==> config.mk <==
export PLATFORM = sky130hd
export DESIGN_NAME = btn_conditioner
export DESIGN_NICKNAME = d
export VERILOG_FILES = /design/src/rtl/btn_pkg.sv /design/src/rtl/btn_debounce_ch.sv /design/src/rtl/btn_conditioner.sv
export SDC_FILE = /design/constraint.sdc
export NUM_CORES = 1
export LEC_CHECK = 0
export CAP_MARGIN = 15
export CORE_MARGIN = 2
export CORE_UTILIZATION = 62
export CTS_BUF_LIST = sky130_fd_sc_hd__clkbuf_16
export DETAILED_ROUTE_END_ITERATION = 8
export MAX_ROUTING_LAYER = met4
export PLACE_DENSITY = 0.81
export SYNTH_ARGS = -nofsm -noshare
export SYNTH_HDL_FRONTEND = slang
export SYNTH_HIERARCHICAL = 1
export SYNTH_SLANG_ARGS = --single-unit
==> constraint.sdc <==
create_clock -name clk -period 5.7 [get_ports clk]
set_input_delay 0.855 -clock clk [delete_from_list [all_inputs] [get_ports clk]]
set_output_delay 0.855 -clock clk [all_outputs]
set_load 0.1 [all_outputs]
==> src/rtl/btn_pkg.sv <==
// Shared types and defaults for the push-button conditioning path.
// Imported by btn_debounce_ch and btn_conditioner.
package btn_pkg;

    typedef enum logic [1:0] {
        ZERO,
        WAIT1,
        ONE,
        WAIT0
    } db_state_t;

    localparam int SYNC_STAGES_DEF = 2;
    localparam int DB_TICKS_DEF    = 1_000_000;

    // Debounce counter width; a single tick still needs one bit.
    function automatic int cnt_width(input int ticks);
        return (ticks > 1) ? $clog2(ticks) : 1;
    endfunction

endpackage

==> src/rtl/btn_debounce_ch.sv <==
// One button channel: synchroniser, debounce FSM, counter, registered outputs.
// Ports: clk, rst_n, btn_raw (async in), btn_level / btn_rise / btn_fall (out).
module btn_debounce_ch
    import btn_pkg::*;
#(
    parameter int SYNC_STAGES = SYNC_STAGES_DEF,
    parameter int DB_TICKS    = DB_TICKS_DEF
) (
    input  logic clk,
    input  logic rst_n,
    input  logic btn_raw,
    output logic btn_level,
    output logic btn_rise,
    output logic btn_fall
);

    localparam int CW = cnt_width(DB_TICKS);
    localparam logic [CW-1:0] CNT_LAST = CW'(DB_TICKS - 1);

    logic [SYNC_STAGES-1:0] sync_q, sync_d;
    db_state_t              state_q, state_d;
    logic [CW-1:0]          cnt_q, cnt_d;
    logic                   level_q, level_d;
    logic                   rise_q, rise_d;
    logic                   fall_q, fall_d;
    logic                   s;

    assign sync_d = {sync_q[SYNC_STAGES-2:0], btn_raw};
    assign s      = sync_q[SYNC_STAGES-1];

    // State register (plus synchroniser, counter and output flops)
    always_ff @(posedge clk or negedge rst_n) begin
        if (!rst_n) begin
            sync_q  <= '0;
            state_q <= ZERO;
            cnt_q   <= '0;
            level_q <= 1'b0;
            rise_q  <= 1'b0;
            fall_q  <= 1'b0;
        end else begin
            sync_q  <= sync_d;
            state_q <= state_d;
            cnt_q   <= cnt_d;
            level_q <= level_d;
            rise_q  <= rise_d;
            fall_q  <= fall_d;
        end
    end

    // Next-state logic. The counter only advances inside WAIT*,
    // and those states always exit at CNT_LAST, so it never wraps.
    always_comb begin
        state_d = state_q;
        cnt_d   = cnt_q;
        unique case (state_q)
            ZERO: begin
                if (s) begin
                    state_d = WAIT1;
                    cnt_d   = '0;
                end
            end
            WAIT1: begin
                if (!s) begin
                    state_d = ZERO;
                end else if (cnt_q == CNT_LAST) begin
                    state_d = ONE;
                end else begin
                    cnt_d = cnt_q + 1'b1;
                end
            end
            ONE: begin
                if (!s) begin
                    state_d = WAIT0;
                    cnt_d   = '0;
                end
            end
            WAIT0: begin
                if (s) begin
                    state_d = ONE;
                end else if (cnt_q == CNT_LAST) begin
                    state_d = ZERO;
                end else begin
                    cnt_d = cnt_q + 1'b1;
                end
            end
            default: begin
                state_d = ZERO;
                cnt_d   = '0;
            end
        endcase
    end

    // Outputs are decoded from the next state so the registered
    // level and pulse appear on the same edge the state changes.
    always_comb begin
        level_d = (state_d == ONE) || (state_d == WAIT0);
        rise_d  = (state_q == WAIT1) && (state_d == ONE);
        fall_d  = (state_q == WAIT0) && (state_d == ZERO);
    end

    assign btn_level = level_q;
    assign btn_rise  = rise_q;
    assign btn_fall  = fall_q;

endmodule

==> src/rtl/btn_conditioner.sv <==
// Conditions N_BTN raw push-buttons into debounced levels and edge pulses.
// Ports: clk, rst_n, btn_raw[N_BTN] in; btn_level/btn_rise/btn_fall[N_BTN] out.
module btn_conditioner
    import btn_pkg::*;
#(
    parameter int N_BTN       = 3,
    parameter int SYNC_STAGES = SYNC_STAGES_DEF,
    parameter int DB_TICKS    = DB_TICKS_DEF
) (
    input  logic             clk,
    input  logic             rst_n,
    input  logic [N_BTN-1:0] btn_raw,
    output logic [N_BTN-1:0] btn_level,
    output logic [N_BTN-1:0] btn_rise,
    output logic [N_BTN-1:0] btn_fall
);

    for (genvar g = 0; g < N_BTN; g++) begin : g_ch
        btn_debounce_ch #(
            .SYNC_STAGES(SYNC_STAGES),
            .DB_TICKS   (DB_TICKS)
        ) u_ch (
            .clk      (clk),
            .rst_n    (rst_n),
            .btn_raw  (btn_raw[g]),
            .btn_level(btn_level[g]),
            .btn_rise (btn_rise[g]),
            .btn_fall (btn_fall[g])
        );
    end

endmodule

==> metrics.txt <==
share of the clock period used by the worst path 49.59%; Row Count 29; fin worst setup slack 2873 ps; outcome finished clean; slew at the pin closest to its max-slew limit 981.7 ps; unrepaired setup endpoints after global routing false; number of nets in the synthesized netlist 446; number of failing hold endpoints at the final stage 0; first-pass GRT wire length 15.35 mm; met2 capacity usage during global routing 41.97%; via/cell ratio 6.803; number of setup violations in the final report 0; number of buffers added to fix hold violations after cts 0; Worst Reg-to-Reg Cells 6; Final Util 70.22%; commonest non-fill, non-tap cell in the layout sky130_fd_sc_hd__dfrtp_1; worst path required time 4850 ps; RePlAce Congestion 0.8723; Async SR Flop Fraction 100.0%; area of the die 7291 um2; H-tree levels 3; number of synthesized flops with an enable pin 0; highest achievable clock rate 353.8 MHz; Synth cell types 50; top library cells by usage in the layout, fill and taps aside 78 x sky130_fd_sc_hd__dfrtp_1, 49 x sky130_fd_sc_hd__o21ai_0, 40 x sky130_fd_sc_hd__nand2_1; final net count 448; Most Used Layer, Global Route met2; total congestion overflow 0; clock slew at reported path FFs 60 ps; count of unresolved DRC violations after routing 0; sink count of the clock tree 78; largest net degree at the start of global routing 79; arrival time reported for the critical path endpoint 1970 ps; Final Max Tran Viols 0; overall routing resource usage 27.16%; Routed wire per std cell 17.50 um; Mapped Area 4106 um2; HPWL reported at the end of detailed placement 5.841 mm; Storage cell area 1952 um2; PortBufs 13; critical-path cell list clkdlybuf4s50_1; ratio of cells with drive above 1 in the final layout 7.640%; # diodes 0; Worst Hold Slack 349.2 ps; register bit total from synthesis 78; CTS max path bufs 2; largest driver fanout on the critical path 6; I/O pin cnt 14; total of fill cells in the finished design 476; CTS Root Cell sky130_fd_sc_hd__clkbuf_16; area inside the core boundary 6386 um2; prevailing post-synth register cell sky130_fd_sc_hd__dfrtp_1; Crit. path cell count 1; Post-CTS Repair Setup Buffers 0; slew margin rel. 34.35%; PwrDens 269.2 nW/um2; total detailed-routing wirelength 9.137 mm; met1 track demand over resource in global routing 36.39%; minimum clock period 2827 ps; count of antenna-violating nets left after detailed routing 0; vias post-DR 3551; cell family with the largest share of critical-path delay buffers and inverters; post-CTS resize count 0; area of the multi-input gates 1971 um2; starting utilization of the core area 64.30%; post-route non-filler standard cell count 522; Worst Setup Path Type register to primary output; number of optimization iterations in the first detailed-route pass 4; number of antenna violations at the first check in global routing 0; width of the die 85.39 um; CTS tree built; clock buffer count from CTS 9; Worst path max stage delay 1180 ps; met3 track utilization from global routing 4.572%; source-to-sink clock delay at the later pin of the worst-skew pair 330 ps; max-cap viol count 0; Initial DRC Count 278; library cell contributing the largest single delay on the critical path sky130_fd_sc_hd__clkdlybuf4s50_1; maximum ir drop on the vdd rail 0.1872 mV; post-synthesis average cell area 9.375 um2; total leakage power 1.820 nW; count of placed standard cells including taps 506; hold path cells 0; total buffers and inverters traversed by the critical path 1; yosys synthesis warning count 6; Setup crit end kind primary output; pre-CTS setup slack 3224 ps; Cells after Synth 438; Die H 85.39 um; path category of the worst min-delay check register to register; signed area change from the synthesized netlist to the final layout 9.202%; setup skew after layout 5.823 ps; TNS Setup 0 ps; sequential area share after synthesis 47.53%; number of global-route vias before repair 3281; type of origin of the critical path register
## metrics by stage
step | power (mW) | instance area, um2
after floorplan | 0.6515 | 4106
after global placement | 0.6708 | 4203
after detailed placement | 0.6751 | 4203
after CTS | 1.213 | 4484
after global routing | 1.251 | 4484
final | 1.207 | 4484
## worst paths after layout
check                                  startpoint                endpoint  slack [ps]
max                        g_ch[1].u_ch/btn_level            btn_level[1]        2870
min                        g_ch[0].u_ch/sync_q[0]  g_ch[0].u_ch/sync_q[1]         350
max reg2reg                 g_ch[0].u_ch/cnt_q[8]  g_ch[0].u_ch/cnt_q[13]        3150
min reg2reg                g_ch[0].u_ch/sync_q[0]  g_ch[0].u_ch/sync_q[1]         350
max in group asynchronous                   rst_n   g_ch[1].u_ch/cnt_q[7]        4410
min in group asynchronous                   rst_n   g_ch[2].u_ch/cnt_q[4]         680
## cell type report
| class | instances | share of cell area [%] |
|---|---|---|
| Clock inverter | 7 | 1.256 |
| Clock buffer | 9 | 5.022 |
| Multi-Input combinational cell | 323 | 43.95 |
| Tap cell | 77 | 2.148 |
| Timing Repair Buffer | 13 | 2.846 |
| Sequential cell | 78 | 43.53 |
| Inverter | 15 | 1.256 |
## cells in the mapped netlist (4+ instances only)
master	n	area share, %
sky130_fd_sc_hd__a21oi_1	19	2.3
sky130_fd_sc_hd__a31oi_1	16	2.4
sky130_fd_sc_hd__and2_1	7	1.1
sky130_fd_sc_hd__and3_1	9	1.4
sky130_fd_sc_hd__and4_1	5	1.1
sky130_fd_sc_hd__buf_6	4	1.1
sky130_fd_sc_hd__clkbuf_1	12	1.1
sky130_fd_sc_hd__dfrtp_1	78	48
sky130_fd_sc_hd__inv_1	12	1.1
sky130_fd_sc_hd__nand2_1	40	3.7
sky130_fd_sc_hd__nand3_1	26	3.2
sky130_fd_sc_hd__nand4_1	17	2.6
sky130_fd_sc_hd__nor2_1	26	2.4
sky130_fd_sc_hd__nor3_1	8	0.98
sky130_fd_sc_hd__nor4_1	9	1.4
sky130_fd_sc_hd__nor4b_1	4	0.85
sky130_fd_sc_hd__o21ai_0	49	6.0
sky130_fd_sc_hd__o31ai_1	29	5.3
sky130_fd_sc_hd__o41ai_1	8	1.7
## power breakdown
part	total [mW]	switching (mW)	internal [mW]
sequential	0.600	0.0293	0.571
combinational	0.0667	0.0458	0.0209
clock	0.540	0.209	0.332
total	1.21	0.284	0.924
## state kept, by name, summed over array words and instances (netlist names)
signal               flops
g_ch.u_ch/cnt_q         60
g_ch.u_ch/sync_q         6
g_ch.u_ch/btn_fall       3
g_ch.u_ch/btn_level      3
g_ch.u_ch/btn_rise       3
g_ch.u_ch/state_q        3
## metal layers
metal	wire length [um]	up-vias
met5	0	-
met4	118	0
met3	555	17
met2	4305	139
met1	4159	1728
li1	-	1667
## cell families (layout without fill, tap and decap cells)
logic type,count (synthesis),after routing,synth area share (%)
and+or+nand+nor,170,170,23.06
AOI/OAI and AO/OA,140,140,21.63
DFF,78,78,47.53
buffers and inverters,37,44,4.479
xor gates and xnor gates,5,5,1.067
muxes,5,5,1.310
adders and majority gates,3,3,0.9142
Power figures use the tool's default switching activity.
